`src/rtl/robot_nav.sv`:
```
`default_nettype none
// ============================================================================
//  Module   : robot_nav
//  Purpose  : Waypoint navigator for the robot position tracker. Accepts a
//             target (x, y) over valid/ready and steps the robot one cell per
//             cycle, first along X, then along Y. It flags arrival,
//             out-of-bounds targets and stalled motion.
//  Revision : 1.0 - initial release
// ----------------------------------------------------------------------------
//  Ports
//    clk_i        : clock, rising-edge active
//    rst_ni       : asynchronous active-low reset
//    tgt_x_i/y_i  : target coordinates, sampled on accept
//    tgt_valid_i  : target offered
//    tgt_ready_o  : navigator can accept a target (IDLE, DONE, ERR)
//    x_i / y_i    : current robot position (registered inside the robot)
//    direction_o  : step direction N=0, E=1, S=2, W=3 (N whenever move_o=0)
//    move_o       : step request to the robot
//    busy_o       : high while moving along X or Y
//    arrived_o    : one-cycle pulse on the first DONE cycle
//    error_o      : out-of-bounds or stall; held until next accept
//    steps_o      : steps issued for the current target, saturating
// ============================================================================
module robot_nav #(
    parameter int WIDTH       = 5,
    parameter int BOUND_X     = 10,
    parameter int BOUND_Y     = 10,
    parameter int STALL_LIMIT = 3
) (
    input  logic             clk_i,
    input  logic             rst_ni,
    input  logic [WIDTH-1:0] tgt_x_i,
    input  logic [WIDTH-1:0] tgt_y_i,
    input  logic             tgt_valid_i,
    output logic             tgt_ready_o,
    input  logic [WIDTH-1:0] x_i,
    input  logic [WIDTH-1:0] y_i,
    output logic [1:0]       direction_o,
    output logic             move_o,
    output logic             busy_o,
    output logic             arrived_o,
    output logic             error_o,
    output logic [WIDTH:0]   steps_o
);

    typedef enum logic [2:0] {
        S_IDLE   = 3'd0,
        S_MOVE_X = 3'd1,
        S_MOVE_Y = 3'd2,
        S_DONE   = 3'd3,
        S_ERR    = 3'd4
    } state_t;

    localparam logic [1:0] C_DIR_N = 2'd0;
    localparam logic [1:0] C_DIR_E = 2'd1;
    localparam logic [1:0] C_DIR_S = 2'd2;
    localparam logic [1:0] C_DIR_W = 2'd3;

    // Bounds compared one bit wider so a bound of 2^WIDTH still works.
    localparam logic [WIDTH:0] C_BOUND_X   = (WIDTH+1)'(BOUND_X);
    localparam logic [WIDTH:0] C_BOUND_Y   = (WIDTH+1)'(BOUND_Y);
    localparam logic [WIDTH:0] C_STEPS_MAX = '1;

    localparam int                   C_STALL_W    = $clog2(STALL_LIMIT + 1);
    // The counter reaches the limit on the cycle it would step from LIMIT-1.
    localparam logic [C_STALL_W-1:0] C_STALL_LAST = C_STALL_W'(STALL_LIMIT - 1);

    state_t               state_q, state_d;
    logic [WIDTH-1:0]     tx_q, tx_d;
    logic [WIDTH-1:0]     ty_q, ty_d;
    logic [WIDTH:0]       steps_q, steps_d;
    logic [C_STALL_W-1:0] stall_q, stall_d;
    logic                 error_q, error_d;
    logic                 arrived_q, arrived_d;
    logic                 prev_move_q;
    logic [WIDTH-1:0]     prev_x_q, prev_y_q;

    logic w_accept;
    logic w_oob;
    logic w_stall_hit;

    assign tgt_ready_o = (state_q == S_IDLE) || (state_q == S_DONE) || (state_q == S_ERR);
    assign busy_o      = (state_q == S_MOVE_X) || (state_q == S_MOVE_Y);
    assign arrived_o   = arrived_q;
    assign error_o     = error_q;
    assign steps_o     = steps_q;

    assign w_accept    = tgt_valid_i && tgt_ready_o;
    assign w_oob       = ({1'b0, tgt_x_i} >= C_BOUND_X) || ({1'b0, tgt_y_i} >= C_BOUND_Y);
    // A step was commanded last cycle but the robot position did not change.
    assign w_stall_hit = prev_move_q && (x_i == prev_x_q) && (y_i == prev_y_q);

    always_comb begin
        state_d     = state_q;
        tx_d        = tx_q;
        ty_d        = ty_q;
        steps_d     = steps_q;
        stall_d     = stall_q;
        error_d     = error_q;
        arrived_d   = 1'b0;
        move_o      = 1'b0;
        direction_o = C_DIR_N;

        case (state_q)
            S_MOVE_X: begin
                stall_d = w_stall_hit ? stall_q + 1'b1 : '0;
                if (w_stall_hit && (stall_q == C_STALL_LAST)) begin
                    // Stall limit reached: suppress this step and abort.
                    state_d = S_ERR;
                    error_d = 1'b1;
                end else if (x_i < tx_q) begin
                    move_o      = 1'b1;
                    direction_o = C_DIR_E;
                end else if (x_i > tx_q) begin
                    move_o      = 1'b1;
                    direction_o = C_DIR_W;
                end else begin
                    state_d = S_MOVE_Y;
                end
            end
            S_MOVE_Y: begin
                stall_d = w_stall_hit ? stall_q + 1'b1 : '0;
                if (w_stall_hit && (stall_q == C_STALL_LAST)) begin
                    state_d = S_ERR;
                    error_d = 1'b1;
                end else if (y_i < ty_q) begin
                    move_o      = 1'b1;
                    direction_o = C_DIR_N;
                end else if (y_i > ty_q) begin
                    move_o      = 1'b1;
                    direction_o = C_DIR_S;
                end else begin
                    state_d   = S_DONE;
                    arrived_d = 1'b1;
                end
            end
            default: begin
                // IDLE, DONE and ERR all wait for the next target.
                if (w_accept) begin
                    tx_d    = tgt_x_i;
                    ty_d    = tgt_y_i;
                    steps_d = '0;
                    stall_d = '0;
                    if (w_oob) begin
                        state_d = S_ERR;
                        error_d = 1'b1;
                    end else begin
                        state_d = S_MOVE_X;
                        error_d = 1'b0;
                    end
                end
            end
        endcase

        if (move_o && (steps_q != C_STEPS_MAX)) begin
            steps_d = steps_q + 1'b1;
        end
    end

    always_ff @(posedge clk_i or negedge rst_ni) begin
        if (!rst_ni) begin
            state_q     <= S_IDLE;
            tx_q        <= '0;
            ty_q        <= '0;
            steps_q     <= '0;
            stall_q     <= '0;
            error_q     <= 1'b0;
            arrived_q   <= 1'b0;
            prev_move_q <= 1'b0;
            prev_x_q    <= '0;
            prev_y_q    <= '0;
        end else begin
            state_q     <= state_d;
            tx_q        <= tx_d;
            ty_q        <= ty_d;
            steps_q     <= steps_d;
            stall_q     <= stall_d;
            error_q     <= error_d;
            arrived_q   <= arrived_d;
            prev_move_q <= move_o;
            prev_x_q    <= x_i;
            prev_y_q    <= y_i;
        end
    end

endmodule
`default_nettype wire

```
`config.mk`:
```
export PLATFORM = sky130hd
export DESIGN_NAME = robot_nav
export DESIGN_NICKNAME = d
export VERILOG_FILES = /design/src/rtl/robot_nav.sv
export SDC_FILE = /design/constraint.sdc
export NUM_CORES = 1
export LEC_CHECK = 0
export ABC_AREA = 0
export ABC_CLOCK_PERIOD_IN_PS = 2150
export CAP_MARGIN = 25
export CORE_MARGIN = 2
export CORE_UTILIZATION = 50
export CTS_CLUSTER_SIZE = 25
export DETAILED_ROUTE_END_ITERATION = 8
export MAX_ROUTING_LAYER = met4
export PLACE_DENSITY = 0.78
export SYNTH_ARGS = -nofsm -noshare
export SYNTH_HDL_FRONTEND = slang
export SYNTH_SLANG_ARGS = --single-unit
```
`constraint.sdc`:
```
create_clock -name clk_i -period 2.15 [get_ports clk_i]
set_input_delay 0.43 -clock clk_i [delete_from_list [all_inputs] [get_ports clk_i]]
set_output_delay 0.43 -clock clk_i [all_outputs]
set_load 0.02 [all_outputs]
```
# Word-level counts from Yosys, hierarchy flattened
# Index checks and enable logic that the tools add are counted.
[totals]
ff_bits = 34
in_bits = 23
elab_cells = 88
[classes]
add_sub_neg = 2
magnitude_cmp = 6
eq_ne = 14
muxes = 37
bitwise_logic = 1
n_reduce_logical = 18
[ops]
columns = ["operator", "n"]
rows = [
  ["$mux W3", 8],
  ["$mux W2", 9],
  ["$mux W6", 3],
  ["$mux W1", 14],
  ["$ne A3 B3 Y1 const B", 4],
  ["$eq A5 B5 Y1", 2],
  ["$ge A5 B4 Y1 const B", 2],
  ["$gt A5 B5 Y1", 2],
  ["$lt A5 B5 Y1", 2],
  ["$add A6 B1 Y6 const B", 1],
  ["$eq A3 B2 Y1 const B", 2],
  ["$ne A6 B6 Y1 const B", 1],
  ["$pmux W3 S2", 1],
  ["$reduce_and A2 Y1", 3],
  ["$logic_and A1 B1 Y1", 5],
  ["$reduce_and A5 Y1", 1],
  ["$logic_or A1 B1 Y1", 4],
  ["$ne A2 B1 Y1 const B", 2],
  ["$pmux W2 S2", 1],
  ["$reduce_bool A2 Y1", 2],
  ["$eq A3 B1 Y1 const B", 1],
  ["$eq A3 B3 Y1 const B", 1],
  ["$logic_not A3 Y1", 1],
  ["$reduce_bool A3 Y1", 1],
  ["other kinds (5)", 5],
]

# Longest topological paths before layout
# Gate-level depths: netlist of the first run.
[depth]
ltp_word = 9
ltp_mapped = 9

# Worst setup path after synthesis of the first run
# No wires, ideal clock.
[synth_path]
kind = "input-to-output"
from = "input x_i[2]"
to = "output move_o"
arrival_ns = 1.666
required_time_ns = 1.720
setup_slack_ns = 0.054
path_stages = 6
cell_sequence = "ha_1 and3_1 a31o_2 o41ai_4 o32ai_4 inv_1"
[synth_between]
elab_chain_cells = 6
elab_cells_between_ends = 11
classes_between = "2 x order compare; 1 x eq/ne; 5 x mux; 3 x reduce/logical"
[synth_lines]
columns = ["item", "line_no", "rtl"]
rows = [
  ["from (decl)", "36", "input logic [WIDTH-1:0] x_i,"],
  ["parallel branches: the longest is 5 deep, another holds $gt A5 B5 Y1", "n/a", ""],
  ["$pmux W1 S2 (*)", "104", "case (state_q)"],
  ["to (decl)", "39", "output logic move_o,"],
]
# Mark *: on every way between the ends.

# Worst setup path after layout of the first run
[layout_path]
from = "register tx_q[1]"
to = "output move_o"
[layout_between]
elab_chain_cells = 5
elab_cells_between_ends = 6
classes_between = "2 x order compare; 4 x mux"
[layout_lines]
columns = ["item", "line_no", "rtl"]
rows = [
  ["from (decl)", "69", "logic [WIDTH-1:0] tx_q, tx_d;"],
  ["from (signal assigned)", "174", "tx_q <= tx_d;"],
  ["$gt A5 B5 Y1", "114", "end else if (x_i > tx_q) begin"],
  ["$mux W1", "114", ""],
  ["$mux W1 (*)", "111", "end else if (x_i < tx_q) begin"],
  ["$mux W1 (*)", "107", "if (w_stall_hit && (stall_q == C_STALL_LAST)) begin"],
  ["$pmux W1 S2 (*)", "104", ""],
]
# Every way passes the cells marked *; elsewhere a longest branch is shown, timed or not.

==> results of run 1 <==
-- worst register-to-register path, cell delays in order (launching register included) --
cell and delay [ns]:
dfrtp_1 0.42, inv_1 0.10, ha_4 0.20, nand2b_1 0.11, a21oi_2 0.10, o41ai_4 0.25
buf_4 0.19, o32ai_4 0.08, buf_4 0.15, buf_6 0.13, buf_4 0.13, o211ai_1 0.16
o21ai_0 0.12
-- where the power goes --
group	internal [mW]	total, mW	switching, mW
sequential	0.803	0.916	0.113
combinational	0.786	1.53	0.748
clock	0.123	0.331	0.208
total	1.71	2.78	1.07
-- cells in the final DEF (no fill, tap or decap), types with 2 or more instances in the layout --
cell | synthesis | layout
nand2_1 | 11 | 9
a22o_1 | 2 | 2
ha_1 | 12 | 8
o21ai_0 | 11 | 8
dfrtp_1 | 34 | 34
inv_1 | 18 | 16
buf_4 | 0 | 25
nand3_1 | 6 | 6
mux2i_1 | 3 | 3
clkbuf_1 | 2 | 2
ha_4 | 0 | 4
buf_6 | 1 | 4
nand4_1 | 3 | 3
a21oi_1 | 7 | 5
o31ai_1 | 2 | 2
nand2b_1 | 2 | 2
clkbuf_4 | 0 | 5
dlygate4sd2_1 | 0 | 10
clkdlybuf4s50_1 | 0 | 20
inv_2 | 0 | 2
xnor2_1 | 13 | 11
mux2_2 | 11 | 11
o21ai_1 | 0 | 2
nor2_1 | 11 | 9
a21oi_2 | 0 | 2
nor2b_4 | 0 | 2
-- layout make-up --
type | count | share of cell area [%]
multi-input cells | 111 | 38.99
flip-flops and latches | 34 | 33.35
repair buffers | 61 | 20.99
inverters | 18 | 2.648
well taps | 46 | 2.256
clock buffers | 7 | 1.766
-- worst max-delay path by stage --
| stage | start | endpoint | cells after the start |
|---|---|---|---|
| 2_1_floorplan | x_i[2] | move_o | 6 |
| 3_3_place_gp | x_i[0] | direction_o[1] | 10 |
| 3_5_place_dp | x_i[0] | direction_o[1] | 10 |
| 4_1_cts | tx_q[2]$_DFFE_PN0P_ | move_o | 9 |
| 5_1_grt | tx_q[1]$_DFFE_PN0P_ | move_o | 9 |
| 6_report | tx_q[1]$_DFFE_PN0P_ | move_o | 9 |
-- registers in the layout, indices dropped and copies added (netlist names) --
register     count
prev_move_q      1
tx_q             5
prev_y_q         5
ty_q             5
arrived_o        1
error_o          1
stall_q          2
prev_x_q         5
state_q          3
steps_o          6
-- metrics by stage --
stage | setup WS (ns) | area, um^2 | TNS [ns]
6_report | -0.4059 | 2551 | -1.583
5_1_grt | -0.4487 | 2551 | -2.040
4_1_cts | -0.3332 | 2436 | -0.8562
3_5_place_dp | -0.9514 | 2296 | -7.783
3_3_place_gp | -0.9099 | 2296 | -6.870
2_1_floorplan | 0.05377 | 1790 | 0
-- logic make-up (layout without fill, tap and decap cells) --
group           count (synthesis)  after routing  synth area share (%)
buf+inv                        22             86                 5.031
compound gates                 28             28                 11.67
flops                          34             34                 47.52
mux                            14             14                 8.596
simple gates                   44             44                 12.44
fa+ha+maj                      12             12                 8.386
xor+xnor                       13             13                 6.359
-- metal layers --
| metal | wire length [um] | vias up | global-route usage, % |
|---|---|---|---|
| met5 | 0 | - | - |
| met4 | 116 | 0 | 8.424 |
| met3 | 221 | 12 | 5.106 |
| met2 | 2402 | 46 | 38.80 |
| met1 | 1954 | 711 | 27.96 |
| li1 | - | 703 | - |
-- repair_timing --
item | 4_1_cts | 5_1_grt
resized for setup | 48 | 15
endpoints found under the setup margin | 13 | 12
buffers inserted | 4 | 6
pin swaps | 15 | 8
==> metrics.md, run 1 <==
| Metric | Value |
|---|---|
| Syn_area_per_cell | `10.72 um^2` |
| Fin util | `75.27%` |
| Die Area | `4076 um^2` |
| Vias in the first global route | `1525` |
| Synthesis-stage register bit count | `34` |
| Synth unique cells | `33` |
| Hold crit path type | `input port to flip-flop` |
| Worst path cell trace | `inv_1 -> ha_4 -> nand2b_1 -> a21oi_2 -> o41ai_4 -> buf_4 -> o32ai_4 -> inv_2 -> buf_6` |
| Clock tree root driver cell | `clkbuf_4` |
| Final ANT Viol Nets | `0` |
| I/O Pins | `36` |
| Final Hold Fails | `0` |
| Worst setup EP type | `primary output` |
| Endpoints failing setup | `10` |
| Synth top area cells | `dfrtp_1 (48%), ha_1 (8.4%), mux2_2 (6.9%)` |
| WHS Endpoint | `prev_x_q[0]$_DFF_PN0_` |
| H-tree levels | `2` |
| Post-synth EDFFs | `0` |
| Mapped Nets | `202` |
| CTS tree | `yes` |
| Largest net degree at the start of global routing | `35` |
| R2R setup slack | `-0.14 ns` |
| FILL cells | `230` |
| Critical path required time | `1.72 ns` |
| Share of layout cells above drive strength 1 | `30.30%` |
| Worst ir drop on vdd | `0.7089 mV` |
| Top-count cell post-synth | `dfrtp_1` |
| Ys flop type | `dfrtp_1` |
| Post-synthesis sequential area ratio | `47.52%` |
| Crit start category | `flip-flop` |
| Starting density of the core | `52.82%` |
| Reg area | `850.8 um^2` |
| Worst reg2reg path startpoint | `tx_q[1]$_DFFE_PN0P_` |
| Slew Viols, Final | `0` |
| CTS max path bufs | `2` |
| Slew headroom | `70.94%` |
| Outcome | `complete, but fails checks` |
| Crit path max fanout | `2` |
| I/O Buffers | `35` |
| Crit path DAT | `2.13 ns` |
| Crit Reg-Reg Endpoint | `steps_o[4]$_DFFE_PN0P_` |
| Nets | `266` |
| Critical path type | `flip-flop to primary output` |
| Clock-pin slew on the worst setup and hold paths | `0.11 ns` |
| First-pass GRT wire length | `7.162 mm` |
| PwrDens | `1090 nW/um^2` |
| N_diodes | `0` |
| Vias/cell | `5.314` |
| Post-Syn Instances | `167` |
| Tcrit/Tclk final | `118.9%` |
| Core area | `3390 um^2` |
| Drt initial violations | `84` |
| Cell taking the most area after synthesis | `dfrtp_1` |
| RSZ-0062 raised after global routing | `yes` |
| Failing checks | `setup timing` |
| Residual DRC | `0` |
| Total power | `2.781 mW` |
| CP max stage delay | `0.40 ns` |
| First drt pass iteration count | `4` |
| Chip Width | `63.84 um` |
| Critical-path top delay cell | `dfrtp_1` |
| Skew final | `0.01841 ns` |
| Max_cap viols | `0` |
| CP top delay family | `compound AO/OA/AOI/OAI gates` |
| Routability-driven placement congestion ratio | `0.8066` |
| Initial antenna violation count | `0` |
| CTS Hold Bufs | `0` |
| Clock Sinks | `34` |
| Worst-skew pair later-pin latency | `0.35 ns` |
| Slew @ Worst Pin | `0.4360 ns` |
| Area of the multi-input gates | `994.7 um^2` |
| Minimum clock period | `2.556 ns` |
| Final worst setup slack | `-0.4059 ns` |
| Worst Hold Slack | `0.3556 ns` |
| HPWL Detailed | `2.979 mm` |
| Maximum clock frequency | `391.2 MHz` |
| GR Overflow Total | `0` |
| Area Growth Syn to Fin | `42.49%` |
| Hold Crit Depth | `1` |
| Final non-filler cell total | `277` |
| WP buf/inv | `4` |
| HP Start | `x_i[0]` |
| FF-to-FF path depth | `12` |
| Routed vias | `1472` |
| Synth top cells by count | `dfrtp_1 (34), inv_1 (18), xnor2_1 (13), ha_1 (12)` |
| DR WL/cell | `16.95 um` |
| Synth Cell Area | `1790 um^2` |
| Leakage | `1.143 nW` |
| YS warnings | `0` |
| Share of the synthesized area in the top cell type | `47.52%` |
| Height of the die | `63.84 um` |
| Row Count | `21` |
| Placed Cells | `260` |
| Total wire length | `4.694 mm` |
| GRT Resource Usage Total | `23.36%` |
| Asr flop ratio synth | `100.0%` |
| Total CTS buffers | `5` |
Power figures use the tool's default switching activity.
==> inputs of run 2 (changes only) <==
- CORE_ASPECT_RATIO: not set -> 1.2
- SETUP_SLACK_MARGIN: not set -> 0.05
==> run 2 against run 1 <==
Net effect: the run ends with DRC, setup timing left; setup slack better by 0.17 ns; largest cell class unchanged; global-route usage up 1.5 points; clock-buffer cell count unchanged; via count down 3.4%; critical path type unchanged; power up 6.2%; die area about the same.
==> metrics.md, run 2 (synthesis gave the netlist of run 1 again) <==
| Metric | Value |
|---|---|
| CTS tree | `yes` |
| H-tree levels | `2` |
| Chip Width | `58.63 um` |
| CTS Hold Bufs | `0` |
| Crit path max fanout | `2` |
| Total wire length | `4.402 mm` |
| Hold crit path type | `input port to flip-flop` |
| Critical path type | `flip-flop to primary output` |
| Dpl ws | `-0.9477 ns` |
| Routability-driven placement congestion ratio | `0.8713` |
| Skew final | `0.007148 ns` |
| Height of the die | `69.55 um` |
| Area Growth Syn to Fin | `43.61%` |
| HPWL Detailed | `3.086 mm` |
| N_diodes | `0` |
| Final Hold Fails | `0` |
| Worst ir drop on vdd | `0.7269 mV` |
| Vias/cell | `5.366` |
| GRT Resource Usage Total | `24.86%` |
| Nets | `262` |
| Slew @ Worst Pin | `0.4349 ns` |
| Worst setup EP type | `primary output` |
| Starting density of the core | `52.73%` |
| Failing checks | `DRC, setup timing` |
| Maximum clock frequency | `418.7 MHz` |
| Max reg flops | `6` |
| Clock Sinks | `34` |
| I/O Buffers | `35` |
| First drt pass iteration count | `6` |
| Total CTS buffers | `5` |
| Final ANT Viol Nets | `0` |
| Slew Viols, Final | `0` |
| Area after DPL | `2292 um^2` |
| Crit start category | `flip-flop` |
| Row Count | `23` |
| GR Overflow Total | `0` |
| Tcrit/Tclk final | `111.1%` |
| Critical path required time | `1.72 ns` |
| I/O Pins | `36` |
| Clock tree root driver cell | `clkbuf_8` |
| Commonest non-fill, non-tap cell in the layout | `dfrtp_1` |
| RSZ-0062 raised after global routing | `yes` |
| Endpoints failing setup | `3` |
| Minimum clock period | `2.388 ns` |
| Outcome | `complete, but fails checks` |
| Vias in the first global route | `1695` |
| Slew headroom | `71.00%` |
| First-pass GRT wire length | `7.500 mm` |
| Most frequent cells in the layout | `dfrtp_1 (34), buf_4 (21), clkdlybuf4s50_1 (20), inv_1 (14), mux2_2 (11)` |
| Clock-pin slew on the worst setup and hold paths | `0.07 ns` |
| Setup TNS | `-0.4428 ns` |
| Crit path DAT | `1.96 ns` |
| PwrDens | `1148 nW/um^2` |
| Final worst setup slack | `-0.2384 ns` |
| Fin util | `75.72%` |
| Critical-path top delay cell | `dfrtp_1` |
| Routed vias | `1422` |
| Die Area | `4077 um^2` |
| Post-Layout Inst Area | `2571 um^2` |
| Max_cap viols | `0` |
| Drt initial violations | `25` |
| Share of layout cells above drive strength 1 | `36.84%` |
| Residual DRC | `2` |
| Worst path cell trace | `ha_1 -> and3_4 -> a31o_4 -> o41ai_4 -> buf_4 -> o32ai_4 -> inv_2 -> buf_6` |
| Leakage | `1.145 nW` |
| Largest net degree at the start of global routing | `35` |
| DR WL/cell | `16.61 um` |
| CP max stage delay | `0.39 ns` |
| Initial antenna violation count | `0` |
| CTS max path bufs | `2` |
| Core area | `3396 um^2` |
| Worst-skew pair later-pin latency | `0.29 ns` |
## run 2: cell types whose count changed in the layout (fill, tap and decap cells not counted), moves of 3 or more
cell           change
buf_4              -4
xnor2_2            +3
dlygate4sd2_1      -9
clkbuf_2           +3
clkbuf_8           +6
buf_2              +5
clkbuf_4           -5
## run 2: path summary, 6_finish.rpt
check,start,to,slack [ns],cells after the start
setup / recovery,tx_q[0]$_DFFE_PN0P_,move_o,-0.24,8
hold / removal,x_i[0],prev_x_q[0]$_DFF_PN0_,0.28,1
setup reg to reg,tx_q[0]$_DFFE_PN0P_,state_q[0]$_DFFE_PN0P_,0.03,9
hold reg to reg,ty_q[1]$_DFFE_PN0P_,ty_q[1]$_DFFE_PN0P_,0.51,1
max in group asynchronous,rst_ni,error_o$_DFFE_PN0P_,1.28,2
min in group asynchronous,rst_ni,tx_q[1]$_DFFE_PN0P_,0.55,2
## run 2: cell type report
| cell class | count | area (um^2) |
|---|---|---|
| Clock inverter | 1 | 5.005 |
| Timing Repair Buffer | 57 | 478.0 |
| Inverter | 18 | 67.56 |
| Tap cell | 37 | 46.29 |
| Multi-Input combinational cell | 111 | 1037 |
| Sequential cell | 34 | 850.8 |
| Clock buffer | 7 | 86.33 |
| Fill cell | 235 | 824.5 |
## run 2: worst max-delay path, delay by kind of cell (launching register included)
family | cells | cell delay, ns
AO/OA/AOI/OAI | 3 | 0.45
adder cells (fa/ha/maj) | 1 | 0.29
buffers and inverters | 3 | 0.35
flip-flops | 1 | 0.39
AND/OR/NAND/NOR | 1 | 0.19
## run 2: what timing repair did
item | in CTS | in global routing
endpoints found under the setup margin | 13 | 12
gates resized for setup | 81 | 13
pin swaps | 19 | 12
endpoints found under the hold margin | 0 | 0
setup buffers | 6 | 0
gates cloned | 0 | 0
## run 2: per-layer routing
layer / part of all wire (%) / track usage [%] / vias to the layer above
met5: 0 / - / -
met4: 2.9 / 10.35 / 0
met3: 4.1 / 5.224 / 14
met2: 54 / 43.32 / 38
met1: 39 / 26.68 / 682
li1: - / - / 688
## run 2: metrics by stage
step,power [mW],cells,hold WS (ns)
after floorplan,1.679,167,0.1344
after global placement,2.087,252,0.4877
after detailed placement,2.148,252,0.5090
after CTS,2.934,266,0.3239
after global routing,3.155,265,0.2818
final,2.953,265,0.2813
## run 2: where the power goes
group | leakage, nW | internal [mW] | switching, mW | total, mW
Sequential | 0.416 | 0.805 | 0.106 | 0.911
Combinational | 0.681 | 0.798 | 0.764 | 1.56
Clock | 0.0482 | 0.258 | 0.222 | 0.479
Total | 1.15 | 1.86 | 1.09 | 2.95
